<file path="src/rtl/riscv_pkg.sv">
// Shared RV32I decode constants: opcodes, format codes, decode FSM states, fetch PC-select codes.
// Also provides the opcode-to-format helper used by the decode stage.
package riscv_pkg;

  localparam logic [6:0] OP_R      = 7'b0110011;
  localparam logic [6:0] OP_IMM    = 7'b0010011;
  localparam logic [6:0] OP_LOAD   = 7'b0000011;
  localparam logic [6:0] OP_STORE  = 7'b0100011;
  localparam logic [6:0] OP_BRANCH = 7'b1100011;
  localparam logic [6:0] OP_LUI    = 7'b0110111;
  localparam logic [6:0] OP_AUIPC  = 7'b0010111;
  localparam logic [6:0] OP_JAL    = 7'b1101111;
  localparam logic [6:0] OP_JALR   = 7'b1100111;
  localparam logic [6:0] OP_SYSTEM = 7'b1110011;

  localparam logic [2:0] FMT_R    = 3'd0;
  localparam logic [2:0] FMT_I    = 3'd1;
  localparam logic [2:0] FMT_S    = 3'd2;
  localparam logic [2:0] FMT_B    = 3'd3;
  localparam logic [2:0] FMT_U    = 3'd4;
  localparam logic [2:0] FMT_J    = 3'd5;
  localparam logic [2:0] FMT_NONE = 3'd7;

  localparam logic [0:0] ST_RUN  = 1'b0;
  localparam logic [0:0] ST_DROP = 1'b1;

  localparam logic [1:0] PC_SEL_SEQ = 2'b00;
  localparam logic [1:0] PC_SEL_IMM = 2'b01;
  localparam logic [1:0] PC_SEL_ALU = 2'b10;

  function automatic logic [2:0] opcode_fmt(input logic [6:0] op);
    logic [2:0] f;
    case (op)
      OP_R:                                 f = FMT_R;
      OP_IMM, OP_LOAD, OP_JALR, OP_SYSTEM:  f = FMT_I;
      OP_STORE:                             f = FMT_S;
      OP_BRANCH:                            f = FMT_B;
      OP_LUI, OP_AUIPC:                     f = FMT_U;
      OP_JAL:                               f = FMT_J;
      default:                              f = FMT_NONE;
    endcase
    return f;
  endfunction

endpackage

</file>
<file path="src/rtl/decode_stage_if.sv">
// Fetch-to-decode, decode-to-execute and redirect signals of the decode stage.
// slave = decode stage side, master = surrounding fetch/execute environment.
interface decode_stage_if #(
  parameter int ADDR_WIDTH = 11,
  parameter int DATA_WIDTH = 32
);
  logic                  if_valid;
  logic [DATA_WIDTH-1:0] if_instr;
  logic [ADDR_WIDTH-1:0] if_pc;
  logic                  if_ready;
  logic                  flush;
  logic                  id_valid;
  logic                  id_ready;
  logic [ADDR_WIDTH-1:0] id_pc;
  logic [DATA_WIDTH-1:0] id_instr;
  logic [2:0]            id_fmt;
  logic [4:0]            id_rd;
  logic [4:0]            id_rs1;
  logic [4:0]            id_rs2;
  logic [2:0]            id_funct3;
  logic [6:0]            id_funct7;
  logic [31:0]           id_imm;
  logic                  id_illegal;
  logic                  redir_valid;
  logic [1:0]            redir_pc_sel;
  logic [ADDR_WIDTH-1:0] redir_addr;

  modport slave (
    input  if_valid, if_instr, if_pc, flush, id_ready,
    output if_ready, id_valid, id_pc, id_instr, id_fmt, id_rd, id_rs1, id_rs2,
           id_funct3, id_funct7, id_imm, id_illegal, redir_valid, redir_pc_sel, redir_addr
  );

  modport master (
    output if_valid, if_instr, if_pc, flush, id_ready,
    input  if_ready, id_valid, id_pc, id_instr, id_fmt, id_rd, id_rs1, id_rs2,
           id_funct3, id_funct7, id_imm, id_illegal, redir_valid, redir_pc_sel, redir_addr
  );
endinterface

</file>
<file path="src/rtl/decode_stage_imm_gen.sv">
// Combinational RV32I immediate generator: instr[31:7] + format code -> sign-extended immediate.
// Zero for R-format and unknown formats.
module imm_gen
  import riscv_pkg::*;
(
  input  logic [31:7] instr,
  input  logic [2:0]  fmt,
  output logic [31:0] imm
);

  always_comb begin
    imm = '0;
    case (fmt)
      FMT_I: imm = {{20{instr[31]}}, instr[31:20]};
      FMT_S: imm = {{20{instr[31]}}, instr[31:25], instr[11:7]};
      FMT_B: imm = {{19{instr[31]}}, instr[31], instr[7], instr[30:25], instr[11:8], 1'b0};
      FMT_U: imm = {instr[31:12], 12'b0};
      FMT_J: imm = {{11{instr[31]}}, instr[31], instr[19:12], instr[20], instr[30:21], 1'b0};
      default: imm = '0;
    endcase
  end

endmodule

</file>
<file path="src/rtl/decode_stage.sv">
// RV32I decode stage: 1-cycle registered decode, early JAL redirect with wrong-path drop.
// Optional DECODE_PERF_CNT_EN adds accepted-instruction and illegal-instruction counters.
module decode_stage
  import riscv_pkg::*;
#(
  parameter int ADDR_WIDTH  = 11,
  parameter int DATA_WIDTH  = 32,
  parameter int DROP_CYCLES = 2
) (
  input  logic clk,
  input  logic rst_n,
  decode_stage_if.slave bus
`ifdef DECODE_PERF_CNT_EN
  ,
  output logic [31:0] perf_instr_cnt,
  output logic [15:0] perf_illegal_cnt
`endif
);

  logic [0:0]            state;
  logic [2:0]            drop_cnt;
  logic                  id_valid;
  logic [ADDR_WIDTH-1:0] id_pc;
  logic [DATA_WIDTH-1:0] id_instr;
  logic [2:0]            id_fmt;
  logic [4:0]            id_rd, id_rs1, id_rs2;
  logic [31:0]           id_imm;
  logic                  id_illegal;
  logic                  redir_valid;
  logic [ADDR_WIDTH-1:0] redir_addr;

  logic [2:0]            fmt;
  logic [31:0]           imm;
  logic [4:0]            rd, rs1, rs2;
  logic                  is_jal, jal_ok, illegal, if_ready, accept;
  logic [ADDR_WIDTH-1:0] target;

  assign fmt = opcode_fmt(bus.if_instr[6:0]);

  imm_gen u_imm_gen (
    .instr (bus.if_instr[31:7]),
    .fmt   (fmt),
    .imm   (imm)
  );

  // A JAL with imm[1] set would land mid-word: trap it instead of redirecting.
  assign is_jal  = (fmt == FMT_J);
  assign jal_ok  = is_jal && !imm[1];
  assign illegal = (fmt == FMT_NONE) || (is_jal && imm[1]);
  assign target  = bus.if_pc + imm[ADDR_WIDTH+1:2];

  always_comb begin
    rd  = '0;
    rs1 = '0;
    rs2 = '0;
    case (fmt)
      FMT_R:        begin rd = bus.if_instr[11:7]; rs1 = bus.if_instr[19:15]; rs2 = bus.if_instr[24:20]; end
      FMT_I:        begin rd = bus.if_instr[11:7]; rs1 = bus.if_instr[19:15]; end
      FMT_S, FMT_B: begin rs1 = bus.if_instr[19:15]; rs2 = bus.if_instr[24:20]; end
      FMT_U, FMT_J: rd = bus.if_instr[11:7];
      default:      ;
    endcase
  end

  assign if_ready = (state == ST_DROP) || !id_valid || bus.id_ready;
  assign accept   = bus.if_valid && if_ready && (state == ST_RUN) && !bus.flush;

  always_ff @(posedge clk or negedge rst_n) begin
    if (!rst_n) begin
      state       <= ST_RUN;
      drop_cnt    <= '0;
      id_valid    <= 1'b0;
      id_pc       <= '0;
      id_instr    <= '0;
      id_fmt      <= '0;
      id_rd       <= '0;
      id_rs1      <= '0;
      id_rs2      <= '0;
      id_imm      <= '0;
      id_illegal  <= 1'b0;
      redir_valid <= 1'b0;
      redir_addr  <= '0;
    end else if (bus.flush) begin
      state       <= ST_RUN;
      drop_cnt    <= '0;
      id_valid    <= 1'b0;
      redir_valid <= 1'b0;
    end else begin
      redir_valid <= accept && jal_ok;
      redir_addr  <= (accept && jal_ok) ? target : '0;
      if (accept) begin
        id_valid   <= 1'b1;
        id_pc      <= bus.if_pc;
        id_instr   <= bus.if_instr;
        id_fmt     <= fmt;
        id_rd      <= rd;
        id_rs1     <= rs1;
        id_rs2     <= rs2;
        id_imm     <= imm;
        id_illegal <= illegal;
      end else if (bus.id_ready) begin
        id_valid <= 1'b0;
      end
      if (accept && jal_ok) begin
        state    <= ST_DROP;
        drop_cnt <= 3'(DROP_CYCLES);
      end else if (state == ST_DROP && bus.if_valid) begin
        drop_cnt <= drop_cnt - 3'd1;
        if (drop_cnt == 3'd1) state <= ST_RUN;
      end
    end
  end

  assign bus.if_ready     = if_ready;
  assign bus.id_valid     = id_valid;
  assign bus.id_pc        = id_pc;
  assign bus.id_instr     = id_instr;
  assign bus.id_fmt       = id_fmt;
  assign bus.id_rd        = id_rd;
  assign bus.id_rs1       = id_rs1;
  assign bus.id_rs2       = id_rs2;
  assign bus.id_funct3    = id_instr[14:12];
  assign bus.id_funct7    = id_instr[31:25];
  assign bus.id_imm       = id_imm;
  assign bus.id_illegal   = id_illegal;
  assign bus.redir_valid  = redir_valid;
  assign bus.redir_pc_sel = redir_valid ? PC_SEL_IMM : PC_SEL_SEQ;
  assign bus.redir_addr   = redir_addr;

`ifdef DECODE_PERF_CNT_EN
  // Counters survive flush; only reset clears them.
  always_ff @(posedge clk or negedge rst_n) begin
    if (!rst_n) begin
      perf_instr_cnt   <= '0;
      perf_illegal_cnt <= '0;
    end else if (accept) begin
      perf_instr_cnt <= perf_instr_cnt + 32'd1;
      if (illegal && perf_illegal_cnt != 16'hFFFF)
        perf_illegal_cnt <= perf_illegal_cnt + 16'd1;
    end
  end
`endif

endmodule

</file>
<file path="src/flat_wrapper.sv">
// flat-port wrapper written by rule: the top's interface ports become plain ports
module decode_stage_flat import riscv_pkg::*;
#(
  parameter int ADDR_WIDTH  = 11,
  parameter int DATA_WIDTH  = 32,
  parameter int DROP_CYCLES = 2
)
  (clk, rst_n, bus_if_valid, bus_if_instr, bus_if_pc, bus_flush, bus_id_ready, bus_if_ready, bus_id_valid, bus_id_pc, bus_id_instr, bus_id_fmt, bus_id_rd, bus_id_rs1, bus_id_rs2, bus_id_funct3, bus_id_funct7, bus_id_imm, bus_id_illegal, bus_redir_valid, bus_redir_pc_sel, bus_redir_addr);
  decode_stage_if #(.ADDR_WIDTH(ADDR_WIDTH), .DATA_WIDTH(DATA_WIDTH)) bus_i ();
  input  logic clk;
  input  logic rst_n;
  input wire logic [$bits(bus_i.if_valid)-1:0] bus_if_valid;
  input wire logic [$bits(bus_i.if_instr)-1:0] bus_if_instr;
  input wire logic [$bits(bus_i.if_pc)-1:0] bus_if_pc;
  input wire logic [$bits(bus_i.flush)-1:0] bus_flush;
  input wire logic [$bits(bus_i.id_ready)-1:0] bus_id_ready;
  output wire logic [$bits(bus_i.if_ready)-1:0] bus_if_ready;
  output wire logic [$bits(bus_i.id_valid)-1:0] bus_id_valid;
  output wire logic [$bits(bus_i.id_pc)-1:0] bus_id_pc;
  output wire logic [$bits(bus_i.id_instr)-1:0] bus_id_instr;
  output wire logic [$bits(bus_i.id_fmt)-1:0] bus_id_fmt;
  output wire logic [$bits(bus_i.id_rd)-1:0] bus_id_rd;
  output wire logic [$bits(bus_i.id_rs1)-1:0] bus_id_rs1;
  output wire logic [$bits(bus_i.id_rs2)-1:0] bus_id_rs2;
  output wire logic [$bits(bus_i.id_funct3)-1:0] bus_id_funct3;
  output wire logic [$bits(bus_i.id_funct7)-1:0] bus_id_funct7;
  output wire logic [$bits(bus_i.id_imm)-1:0] bus_id_imm;
  output wire logic [$bits(bus_i.id_illegal)-1:0] bus_id_illegal;
  output wire logic [$bits(bus_i.redir_valid)-1:0] bus_redir_valid;
  output wire logic [$bits(bus_i.redir_pc_sel)-1:0] bus_redir_pc_sel;
  output wire logic [$bits(bus_i.redir_addr)-1:0] bus_redir_addr;
  assign bus_i.if_valid = bus_if_valid;
  assign bus_i.if_instr = bus_if_instr;
  assign bus_i.if_pc = bus_if_pc;
  assign bus_i.flush = bus_flush;
  assign bus_i.id_ready = bus_id_ready;
  assign bus_if_ready = bus_i.if_ready;
  assign bus_id_valid = bus_i.id_valid;
  assign bus_id_pc = bus_i.id_pc;
  assign bus_id_instr = bus_i.id_instr;
  assign bus_id_fmt = bus_i.id_fmt;
  assign bus_id_rd = bus_i.id_rd;
  assign bus_id_rs1 = bus_i.id_rs1;
  assign bus_id_rs2 = bus_i.id_rs2;
  assign bus_id_funct3 = bus_i.id_funct3;
  assign bus_id_funct7 = bus_i.id_funct7;
  assign bus_id_imm = bus_i.id_imm;
  assign bus_id_illegal = bus_i.id_illegal;
  assign bus_redir_valid = bus_i.redir_valid;
  assign bus_redir_pc_sel = bus_i.redir_pc_sel;
  assign bus_redir_addr = bus_i.redir_addr;
  decode_stage #(.ADDR_WIDTH(ADDR_WIDTH), .DATA_WIDTH(DATA_WIDTH), .DROP_CYCLES(DROP_CYCLES)) u_core (.clk(clk), .rst_n(rst_n), .bus(bus_i));
endmodule
</file>
<file path="config.mk">
export PLATFORM = sky130hd
export DESIGN_NAME = decode_stage_flat
export DESIGN_NICKNAME = d
export VERILOG_FILES = /design/src/rtl/riscv_pkg.sv /design/src/rtl/decode_stage_if.sv /design/src/rtl/decode_stage_imm_gen.sv /design/src/rtl/decode_stage.sv /design/src/flat_wrapper.sv
export SDC_FILE = /design/constraint.sdc
export NUM_CORES = 1
export LEC_CHECK = 0
export CAP_MARGIN = 20
export CORE_ASPECT_RATIO = 0.75
export CORE_MARGIN = 5
export CORE_UTILIZATION = 30
export CTS_BUF_LIST = sky130_fd_sc_hd__clkbuf_4 sky130_fd_sc_hd__clkbuf_8
export DETAILED_ROUTE_END_ITERATION = 6
export DONT_BUFFER_PORTS = 1
export SLEW_MARGIN = 5
export SYNTH_ARGS = -nofsm -noshare
export SYNTH_HDL_FRONTEND = slang
export SYNTH_SLANG_ARGS = --single-unit
</file>
<file path="constraint.sdc">
create_clock -name clk -period 2.6 [get_ports clk]
set_clock_uncertainty 0.05 [all_clocks]
set_input_delay 0 -clock clk [delete_from_list [all_inputs] [get_ports clk]]
set_output_delay 0 -clock clk [all_outputs]
set_load 0.01 [all_outputs]
</file>
==> results.md, run 1 <==
* Status: completed
* Critical-path top delay cell: dlygate4sd3_1
* Critical-path cell list: dlygate4sd3_1, nand2_2, nor3_2, a22o_1, ha_1, fa_2, a211oi_2, o21ai_0, a21oi_2, a21oi_1, xnor2_1, a22o_1
* Setup Viol. Count Final at 0
* Setup Buffers After CTS at 0
* First-pass DRT Iterations at 5
* Fin. Hold Viols at 0
* Slew Viols, Final at 0
* Kind of end point of the critical path: register
* Cell family contributing the most delay on the critical path: compound AO/OA/AOI/OAI gates
* Max_cap viols at 0
* Clock Sinks at approximately 110
* Clock buffer depth at 2
* Share of cells above drive strength 1 at 0.105
* RSZ-0062 raised after global routing: false
* ANT nets after route at 0
* Syn_area_per_cell at ~10 sq um
* WP buf/inv at 1
* Syn Std Cell Area at approximately 5100 sq um
* Post-synth EDFFs at 0
* Fmax at roughly 410 MHz
* VDD IR max at 0.326 mV
* Simple-Gate Fraction of Synth Area at 0.168
* Final worst setup slack at about 0.16 ns
* Syn nets at between 500 and 600
* Antenna Cells at 0
* Proportion of synthesized area in mux cells at 0.0263
* Worst-path clk slew at roughly 0.10 ns
* Instance count of the mapped netlist at 499
* Multi-input gate area at between 2000 and 2500 sq um
* Final cycle utilization of the critical path at 0.938
* Critical setup path kind: in -> reg
* Area growth syn-to-layout at 19.3%
* CTS H-tree depth at 3
* Worst Hold Path EP: u_core.bus.id_instr[6]
* Final core occ at 0.363
* Num ports at 168
* Remaining DRCs at 0
* Power density cells at about 620 nW/um^2
* Final HPWL DP at 11300 um
* Worst path most repeated cell: a22o_1
* Die area at slightly below 20000 sq um
* Synth Area in XOR/XNOR at 0.0207
* Total Wirelength at approximately 16000 um
* Leakage at 2.88 nW
* WL per Instance at around 21 um
* Compound-gate portion of the synthesized area at 0.152
* Crit-path max FO at 6
* Slew HR at 0.526
* Synth warn at 0
* Critical Path RT at 2.82 ns
* Initial drt markers at around 340
* Clock Latency Late Sink at approximately 0.38 ns
* Crit path launch type: input pin
* Setup WS pre-CTS at -0.0980 ns
* Fraction of registers with async set/reset at 1.00
* Port bufs at 0
* Pin count of the biggest net entering global routing at roughly 110
* #FFs+latches synth at roughly 110
* WP data arrival at 2.66 ns
* Slew of the pin with the lowest slew margin at approximately 0.71 ns
* Critical R2R Capture: u_core.bus.id_rs1[2]
* Routability cong. at between 0.8 and 0.9
* CTS tree: done
* FF-to-FF path depth at 6
* DR vias/cell at 5.12
* Primary FF master, synth: dfrtp_1
* Initial antenna violation count at 1
* Hold WC Path Type: in -> reg
* Std-Cell Rows at 41
* Fillcell total at 1658
* Post-synthesis adder-cell area fraction at 0.0334
* Via count at 3873
* Min-Delay Path Depth at 3
* First-pass GRT wire length at between 20000 and 25000 um
* Reg2reg setup slack at about 0.30 ns
* GRT Resource Usage Total at 0.160
* Clock root cell: clkbuf_8
* Core area at ~17000 sq um
* HP Start: bus_flush
* Register area at 2780 sq um
* Tot Pwr at ~0.0038 W
* Sequential fraction of the synthesis area at 0.546
* Final nets at approximately 600
* Total CTS buffers at 9
* Worst r2r src: u_core.bus.id_valid
* Netlist cell types at between 50 and 60
* Number of global-route vias before repair at 3788
* Initial Util at 0.304
* Largest family of logic cells by synthesized area: simple AND/OR/NAND/NOR gates
* Post-layout minimum cycle time at roughly 2.4 ns
* Die extent in x at between 150 and 200 um
* Slowest stage delay, CP at about 0.57 ns
* Die Y at roughly 120 um
* Gr ovfl total at 0
-- cell type report --
cell class	count	share of cell area
timing repair buffer	66	0.108
clock inverter	5	0.0212
sequential	111	0.458
multi-input combinational	341	0.341
clock buffer	10	0.0227
tap	215	0.0443
inverter	8	0.00495
-- routing by layer --
layer,up-vias,GRT usage,share of wire
li1,1768,-,-
met4,0,0.0462,0.018
met1,1885,0.223,0.45
met5,-,0,0
met2,200,0.236,0.44
met3,20,0.0571,0.094
-- cell families (layout without fill, tap and decap cells) --
family,after synthesis,after routing
flops,111,111
simple gates,199,199
xor+xnor,12,12
compound gates,104,104
buf+inv,47,89
mux,12,12
fa+ha+maj,13,13
other cells,1,1
-- synthesized netlist by cell type (5+ instances only) --
cell type	instances	area, sq um
clkbuf_1	14	52.6
nor2_1	17	63.8
inv_1	8	30.0
buf_2	6	30.0
nand3_1	5	25.0
and2_1	6	37.5
nand2_1	144	541
a21oi_1	20	100
nor2b_1	5	31.3
o21ai_0	20	100
buf_4	14	105
a221o_1	11	110
dfrtp_1	111	2780
mux2_2	11	124
a22o_1	30	263
xnor2_1	8	70.1
ha_1	12	150
nor3_1	5	25.0
-- worst register-to-register path, stage by stage (launching register included) --
cell and delay (ns):
dfrtp_1 0.43, nor2b_1 0.19, or3_2 0.63, nor2_1 0.23, nand2_1 0.09, nor2_1 0.39, a22o_1 0.21
-- cells in the final DEF, fill, tap and decap left out, types with 11 or more instances in the layout --
cell type        n
dlygate4sd3_1   50
o21ai_0         20
dfrtp_1        111
a21oi_1         19
ha_1            12
mux2_2          11
a22o_1          30
nor2_1          16
a221o_1         11
buf_4           13
nand2_1        142
-- stage by stage --
step,cells,hold slack (ns),cell area (sq um),setup TNS (ns)
2_1_floorplan,499,-0.346,5100,0
3_5_place_dp,689,-0.343,5250,-0.0980
4_1_cts,754,-0.792,6020,0
3_3_place_gp,689,-0.342,5250,-0.0245
6_report,756,0.0235,6070,0
5_1_grt,756,0.0327,6070,0
-- worst max path at each step --
stage                     from                         to  slack, ns  cells past startpoint
5_1_grt        bus_if_instr[0]  u_core.bus.redir_addr[10]       0.07                     12
3_3_place_gp   bus_if_instr[6]  u_core.bus.redir_addr[10]      -0.02                     13
4_1_cts        bus_if_instr[2]  u_core.bus.redir_addr[10]       0.01                     13
3_5_place_dp   bus_if_instr[6]  u_core.bus.redir_addr[10]       -0.1                     12
6_report       bus_if_instr[0]  u_core.bus.redir_addr[10]       0.16                     12
2_1_floorplan  bus_if_instr[4]  u_core.bus.redir_addr[10]       0.04                     14
-- flip-flops by register name (all words and copies together), names as in the netlist --
register / cells
u_core.bus.id_valid: 1
u_core.bus.id_instr: 32
u_core.bus.id_pc: 11
u_core.drop_cnt: 3
u_core.bus.redir_addr: 11
u_core.bus.id_rs2: 5
u_core.bus.redir_valid: 1
u_core.bus.id_rs1: 5
u_core.bus.id_rd: 5
u_core.state: 1
u_core.bus.id_illegal: 1
u_core.bus.id_fmt: 3
u_core.bus.id_imm: 32
-- timing repair --
action	in CTS	in global routing
resized for setup	0	5
endpoints found under the hold margin	221	111
hold buffers	50	2
setup endpoints to repair	0	3
-- power breakdown --
part           leakage, nW  switching [W]  internal [W]  total (W)
Sequential            1.46       0.000192       0.00185    0.00205
Combinational         1.29       0.000240      0.000170   0.000410
Clock                0.133       0.000577      0.000762    0.00134
Total                 2.88        0.00101       0.00279    0.00379
No activity file was read; power rests on OpenSTA's default activity.
==> run 2: changes to the inputs <==
==> constraint.sdc (replaced) <==
create_clock -name clk -period 3.1 [get_ports clk]
set_clock_uncertainty 0.05 [all_clocks]
set_input_delay 0 -clock clk [delete_from_list [all_inputs] [get_ports clk]]
set_output_delay 0 -clock clk [all_outputs]
set_load 0.01 [all_outputs]
==> run 2 against run 1 <==
Non-clock buffer count down 11. Power down 23%. Utilization down 0.91 points. Highest routed layer unchanged. Die area unchanged. Setup slack better by 0.28 ns. Flip-flop and latch count unchanged.
==> results.md, run 2 (synthesized netlist as in run 1, its figures left out) <==
* Sw Pwr at 0.000851 W (-16%)
* Worst-path clk slew at 0.10 ns (about the same)
* Routability cong. at 0.842 (-2.6%)
* Hold slack at 0.0399 ns (+0.0165 ns)
* Total Wirelength at 16000 um (about the same)
* First-pass DRT Iterations at 4 (-1)
* CTS H-tree depth at 3 (unchanged)
* Power density cells at 496 nW/um^2 (-21%)
* Port bufs at 0 (unchanged)
* WP data arrival at 2.88 ns (+0.22 ns)
* WL per Instance at 21.4 um (+1.0%)
* Final HPWL DP at 11300 um (-0.38%)
* Die area at 19700 sq um (unchanged)
* Setup Buffers After CTS at 0 (unchanged)
* GRT Resource Usage Total at 0.162 (+0.00133)
* Post-route cell area at 5920 sq um (-2.5%)
* Leakage at 2.81 nW (-2.6%)
* Combinational Power Share at 0.115 (+0.007)
* Slew of the pin with the lowest slew margin at 0.693 ns (-0.0151 ns)
* Kind of end point of the critical path: register
* Critical setup path kind: in -> reg
* Gr ovfl total at 0 (unchanged)
* Most frequent cells in the layout: 144 x nand2_1, 111 x dfrtp_1, 47 x dlygate4sd3_1
* Crit-path max FO at 6 (unchanged)
* Die Y at 123 um (unchanged)
* Std-Cell Rows at 41 (unchanged)
* Clock root cell: clkbuf_8
* Clock buffer depth at 2 (unchanged)
* Die extent in x at 160 um (unchanged)
* Initial antenna violation count at 2 (+1)
* Slew Viols, Final at 0 (unchanged)
* RSZ-0062 raised after global routing: false
* Number of global-route vias before repair at 3820 (+0.84%)
* Max_cap viols at 0 (unchanged)
* Critical Path RT at 3.32 ns (+0.50 ns)
* Remaining DRCs at 0 (unchanged)
* Sequential group share of total power at 0.585 (+0.046)
* Leading registers by flop count: u_core.bus.id_imm (32), u_core.bus.id_instr (32)
* Setup TNS at 0 ns (unchanged)
* Fin. Hold Viols at 0 (unchanged)
* Clk pwr share at 0.300 (-0.053)
* Most common cell after layout, fill and taps aside: nand2_1
* Num ports at 168 (unchanged)
* Pin count of the biggest net entering global routing at 112 (unchanged)
* Clock Latency Late Sink at 0.37 ns (about the same)
* Share of cells above drive strength 1 at 0.0866 (-0.0187)
* Initial drt markers at 324 (-5.8%)
* Setup Viol. Count Final at 0 (unchanged)
* VDD IR max at 0.227 mV (-30%)
* Switching share of power at 0.290 (+0.0241)
* Via count at 3826 (-1.2%)
* Area growth syn-to-layout at 16.3%
* Final cycle utilization of the critical path at 0.858
* Initial Util at 0.304 (unchanged)
* Total CTS buffers at 9 (unchanged)
* Fmax at around 380 MHz
* Post-layout minimum cycle time at approximately 2.7 ns
* Internal Dissipation at 0.00208 W (-25%)
* Status: completed
* DR vias/cell at 5.11 (-0.16%)
* First-pass GRT wire length at 24200 um (+1.4%)
* Slew HR at 0.536 (+0.0101)
* Crit path launch type: input pin
* Hold WC Path Type: in -> reg
* Placed cell area at 5200 sq um (-1.0%)
* Core area at 16700 sq um (unchanged)
* ANT nets after route at 0 (unchanged)
* CTS tree: done
* Clock Sinks at 111 (unchanged)
* Final nets at 587 (-1.8%)
run 2: cell count changes in the layout (fill, tap and decap cells not counted), moves of 2 or more:
cell	before	now
clkinvlp_4	0	2
bufinv_16	4	1
nand2_2	2	0
clkinv_2	0	3
buf_4	13	4
diode_2	0	2
dlygate4sd3_1	50	47
nand2_1	142	144
run 2: metal layers:
metal	track usage	share of wire	up-vias
met5	0	0	-
met4	0.0478	0.017	0
met3	0.0500	0.10	17
met2	0.244	0.45	180
met1	0.225	0.43	1879
li1	-	-	1750
run 2: area by class of cell:
cell class | count | area [sq um]
inverter | 8 | 30.0
antenna | 2 | 5.00
clock inverter | 6 | 60.1
fill | 1686 | 10800
tap | 215 | 269
sequential | 111 | 2780
clock buffer | 10 | 138
timing repair buffer | 55 | 581
multi-input combinational | 341 | 2060
run 2: repair_timing:
item                                   CTS  global route
setup endpoints to repair                0             2
gates resized for setup                  0             3
endpoints found under the hold margin  221             0
hold buffers                            49             0
run 2: final timing paths:
check                                          from                   endpoint  slack, ns  depth (start not counted)
worst max-delay path                bus_if_instr[2]  u_core.bus.redir_addr[10]       0.44                         14
worst min-delay path                bus_if_instr[0]      u_core.bus.id_illegal       0.04                          3
worst max register to register  u_core.bus.id_valid       u_core.bus.id_rs2[4]       0.78                          6
worst min register to register  u_core.bus.id_pc[3]        u_core.bus.id_pc[3]       0.51                          2
max in group asynchronous                     rst_n     u_core.bus.id_instr[3]       2.40                          2
min in group asynchronous                     rst_n    u_core.bus.id_instr[20]       0.14                          2
run 2: through the flow:
| stage | worst slack, ns | util | instances | power (W) |
|---|---|---|---|---|
| 2_1_floorplan | 0.426 | - | 499 | 0.00193 |
| 3_3_place_gp | 0.290 | 0.311 | 681 | 0.00196 |
| 3_5_place_dp | 0.219 | 0.311 | 681 | 0.00198 |
| 4_1_cts | 0.0753 | 0.353 | 746 | 0.00299 |
| 5_1_grt | 0.315 | 0.354 | 746 | 0.00310 |
| 6_report | 0.441 | 0.354 | 748 | 0.00294 |
run 2: power groups by stage:
stage	logic (W)	clock network, W	registers [W]
after floorplan	0.000231	0	0.00170
after global placement	0.000217	0	0.00174
after detailed placement	0.000227	0	0.00175
after CTS	0.000339	0.000926	0.00172
after global routing	0.000380	0.000989	0.00173
final	0.000338	0.000880	0.00172
run 2: worst max-delay path, cell delays in order:
cell            delay (ns)
dlymetal6s4s_1        0.29
inv_1                 0.15
o21ai_1               0.15
o21ai_0               0.15
nor2b_1               0.20
a22o_1                0.22
ha_1                  0.21
fa_1                  0.43
a211oi_2              0.27
o21ai_0               0.15
a21oi_2               0.22
a21oi_1               0.11
xnor2_1               0.13
a22o_1                0.19
==> run 3: changes to the inputs <==
--- a/config.mk
+++ b/config.mk
@@ -5,6 +5,7 @@
 export SDC_FILE = /design/constraint.sdc
 export NUM_CORES = 1
 export LEC_CHECK = 0
+export ABC_AREA = 1
 export CAP_MARGIN = 20
 export CORE_ASPECT_RATIO = 0.75
 export CORE_MARGIN = 5
==> run 3 against run 2 <==
Utilization up 0.11 points. Clock power increased by 0.9%. Via count increased by 14%. Design area grew 5.3%. Flip-flop and latch count did not move. Critical path depth stayed put. Sequential share of layout area fell by 2.4 points. Sequential power about the same. Critical path type unchanged. Largest power group unchanged.
==> results.md, run 3 <==
* Status: completed
* Most frequent cells in the layout: 266 x nand2_1, 111 x dfrtp_1, 49 x dlygate4sd3_1
* VDD IR max at 0.194 mV (-14%)
* Fraction of registers with async set/reset at 1.00 (unchanged)
* First-pass DRT Iterations at 5 (+1)
* Slowest stage delay, CP at 0.56 ns (+0.13 ns)
* Via count at 4344 (+14%)
* Post-route cell area at 6230 sq um (+5.3%)
* WL per Instance at 18.8 um (-12%)
* Instance count of the mapped netlist at 636 (+27%)
* Fillcell total at 1826 (+8.3%)
* Gr busiest metal: met1
* Slew Viols, Final at 0 (unchanged)
* CTS tree: done
* CTS H-tree depth at 3 (unchanged)
* Pin count of the biggest net entering global routing at 112 (unchanged)
* Leakage at 3.11 nW (+11%)
* Number of global-route vias before repair at 4225 (+11%)
* Std-Cell Rows at 42 (+2.4%)
* Max_cap viols at 0 (unchanged)
* Area contributors post-synth: dfrtp_1 52%, nand2_1 19%, o21ai_0 3.9%
* Gr ovfl total at 0 (unchanged)
* Sequential fraction of the synthesis area at 0.522 (-0.0241)
* GRT Resource Usage Total at 0.167 (+0.00554)
* Remaining DRCs at 0 (unchanged)
* Post-synth top cells: 266 x nand2_1, 111 x dfrtp_1, 42 x o21ai_0
* Netlist cell types at 38 (-27%)
* Area leader, netlist: dfrtp_1
* Power density cells at 478 nW/um^2 (-3.6%)
* Initial drt markers at 330 (+1.9%)
* Die Y at 125 um (+2.1%)
* Clock Sinks at 111 (unchanged)
* Post-synth EDFFs at 0 (unchanged)
* Final core occ at 0.355 (+0.00112)
* Initial antenna violation count at 1 (-1)
* Placed cell area at 5470 sq um (+5.2%)
* Final cycle utilization of the critical path at 0.923 (+0.0654)
* Syn_area_per_cell at 8.37 sq um (-18%)
* Setup Viol. Count Final at 0 (unchanged)
* Total Wirelength at 17200 um (+7.3%)
* Synth warn at 0 (unchanged)
* Die area at 20500 sq um (+4.3%)
* GR Util met3 at 0.0714 (+0.0214)
* Fmax at 349 MHz (-7.1%)
* Cell family contributing the most delay on the critical path: buffers and inverters
* WP data arrival at 3.16 ns (+0.28 ns)
* Fin. Hold Viols at 0 (unchanged)
* Crit path launch type: input pin
* WP buf/inv at 3 (+1)
* Final nets at 727 (+24%)
* Post-layout minimum cycle time at 2.86 ns (+0.203 ns)
* Most common cell after layout, fill and taps aside: nand2_1
* Syn nets at 697 (+24%)
* Setup Buffers After CTS at 0 (unchanged)
* Total CTS buffers at 9 (unchanged)
* Worst-path clk slew at 0.12 ns (+0.02 ns)
* Met1 Resource Use GR at 0.237 (+0.0123)
* Primary FF master, synth: dfrtp_1
* Critical setup path kind: in -> reg
* Die extent in x at 164 um (+2.1%)
* Synth top area share at 0.522 (-0.0241)
* Hold WC Path Type: in -> reg
* Port bufs at 0 (unchanged)
* #FFs+latches synth at 111 (unchanged)
* DR vias/cell at 4.75 (-7.1%)
* Critical Path RT at 3.40 ns (+0.08 ns)
* Routability cong. at 0.902 (+7.1%)
* Leading registers by flop count: u_core.bus.id_imm (32), u_core.bus.id_instr (32)
* Num ports at 168 (unchanged)
* Clock buffer depth at 2 (unchanged)
* Initial Util at 0.303 (-0.000958)
* Kind of end point of the critical path: register
* Final HPWL DP at 12300 um (+9.3%)
* Area growth syn-to-layout at 17.1%
* ANT nets after route at 0 (unchanged)
* Clock root cell: clkbuf_8
* Slew of the pin with the lowest slew margin at 0.886 ns (+0.193 ns)
* Share of cells above drive strength 1 at 0.0775 (-0.00913)
* Clock Latency Late Sink at 0.40 ns (+0.03 ns)
* Syn Std Cell Area at 5320 sq um (+4.6%)
* Critical-path cell list: dlygate4sd3_1, inv_1, nand2_2, nor2_4, nand2_1, a41oi_2, ha_1, a21o_1, o21ai_0, nand3_1, a21oi_1, o21ai_0, dlygate4sd3_1, nand2_1
* Slew HR at 0.407 (-0.130)
* Met2 Resource Use GR at 0.231 (-0.0134)
* Critical-path top delay cell: dlygate4sd3_1
* First-pass GRT wire length at 26300 um (+8.4%)
* Crit-path max FO at 8 (+2)
* Most numerous cell in the Yosys netlist: nand2_1
* Core area at 17600 sq um (+5.0%)
-- run 3: cell types whose count changed in the layout (fill, tap and decap cells not counted), moves of 7 or more --
cell,delta
nand2_1,+122
a22o_1,-28
inv_1,+28
o21ai_0,+22
nand3_1,+12
a221o_1,-11
mux2_2,-11
nand2_2,+10
o21ai_1,+8
o2111ai_1,+7
-- run 3: routing by layer --
| layer | wire length (um) | vias to the layer above |
|---|---|---|
| li1 | - | 2100 |
| met5 | 0 | - |
| met2 | 7170 | 172 |
| met4 | 310 | 0 |
| met1 | 7710 | 2053 |
| met3 | 1970 | 19 |
-- run 3: final timing paths --
kind,start,to,slack (ns),cells after the start
max,bus_if_instr[4],u_core.bus.redir_addr[9],0.24,14
min in group asynchronous,rst_n,u_core.drop_cnt[0],0.10,2
min reg2reg,u_core.state,u_core.state,0.50,2
max in group asynchronous,rst_n,u_core.bus.id_imm[1],2.35,2
max reg2reg,u_core.bus.id_valid,u_core.drop_cnt[0],0.65,10
min,bus_if_pc[6],u_core.bus.redir_addr[6],0.03,3
-- run 3: what timing repair did --
action                                  in CTS  in global routing
endpoints found under the hold margin      218                  0
hold buffers                                50                  0
endpoints found under the setup margin       0                  1
resized for setup                            0                  9
-- run 3: worst min-delay path, stage by stage --
cell	delay, ns
ha_1	0.20
xor2_1	0.11
o21ai_0	0.14
-- run 3: cells by family after synthesis --
family          after synthesis  synth area share
other cells                   1          0.000704
buf+inv                      76            0.0684
compound gates               95             0.105
xor+xnor                      7            0.0115
simple gates                333             0.261
fa+ha+maj                    13            0.0320
flops                       111             0.522
-- run 3: per-stage QoR --
| stage | total power, W | hold slack, ns | setup slack (ns) | setup TNS (ns) | cells |
|---|---|---|---|---|---|
| 6_report | 0.00298 | 0.0252 | 0.239 | 0 | 914 |
| 5_1_grt | 0.00315 | 0.0328 | -0.00369 | -0.00369 | 913 |
| 4_1_cts | 0.00301 | 0.000491 | 0.191 | 0 | 913 |
| 3_5_place_dp | 0.00202 | -0.343 | 0.526 | 0 | 847 |
| 3_3_place_gp | 0.00202 | -0.342 | 0.478 | 0 | 847 |
| 2_1_floorplan | 0.00195 | -0.346 | 1.11 | 0 | 636 |
-- run 3: report_power, final --
group          internal, W  switching, W
Clock             0.000319      0.000569
Sequential         0.00156      0.000171
Combinational     0.000130      0.000225
-- run 3: final cells by class --
class	count	area, sq um	share of cell area
well taps	242	303	0.0486
flip-flops and latches	111	2780	0.446
clock inverters	7	71.3	0.0114
repair buffers	54	561	0.0899
diodes	1	2.50	0.000402
multi-input cells	449	2240	0.359
inverters	41	156	0.0251
clock buffers	9	124	0.0199
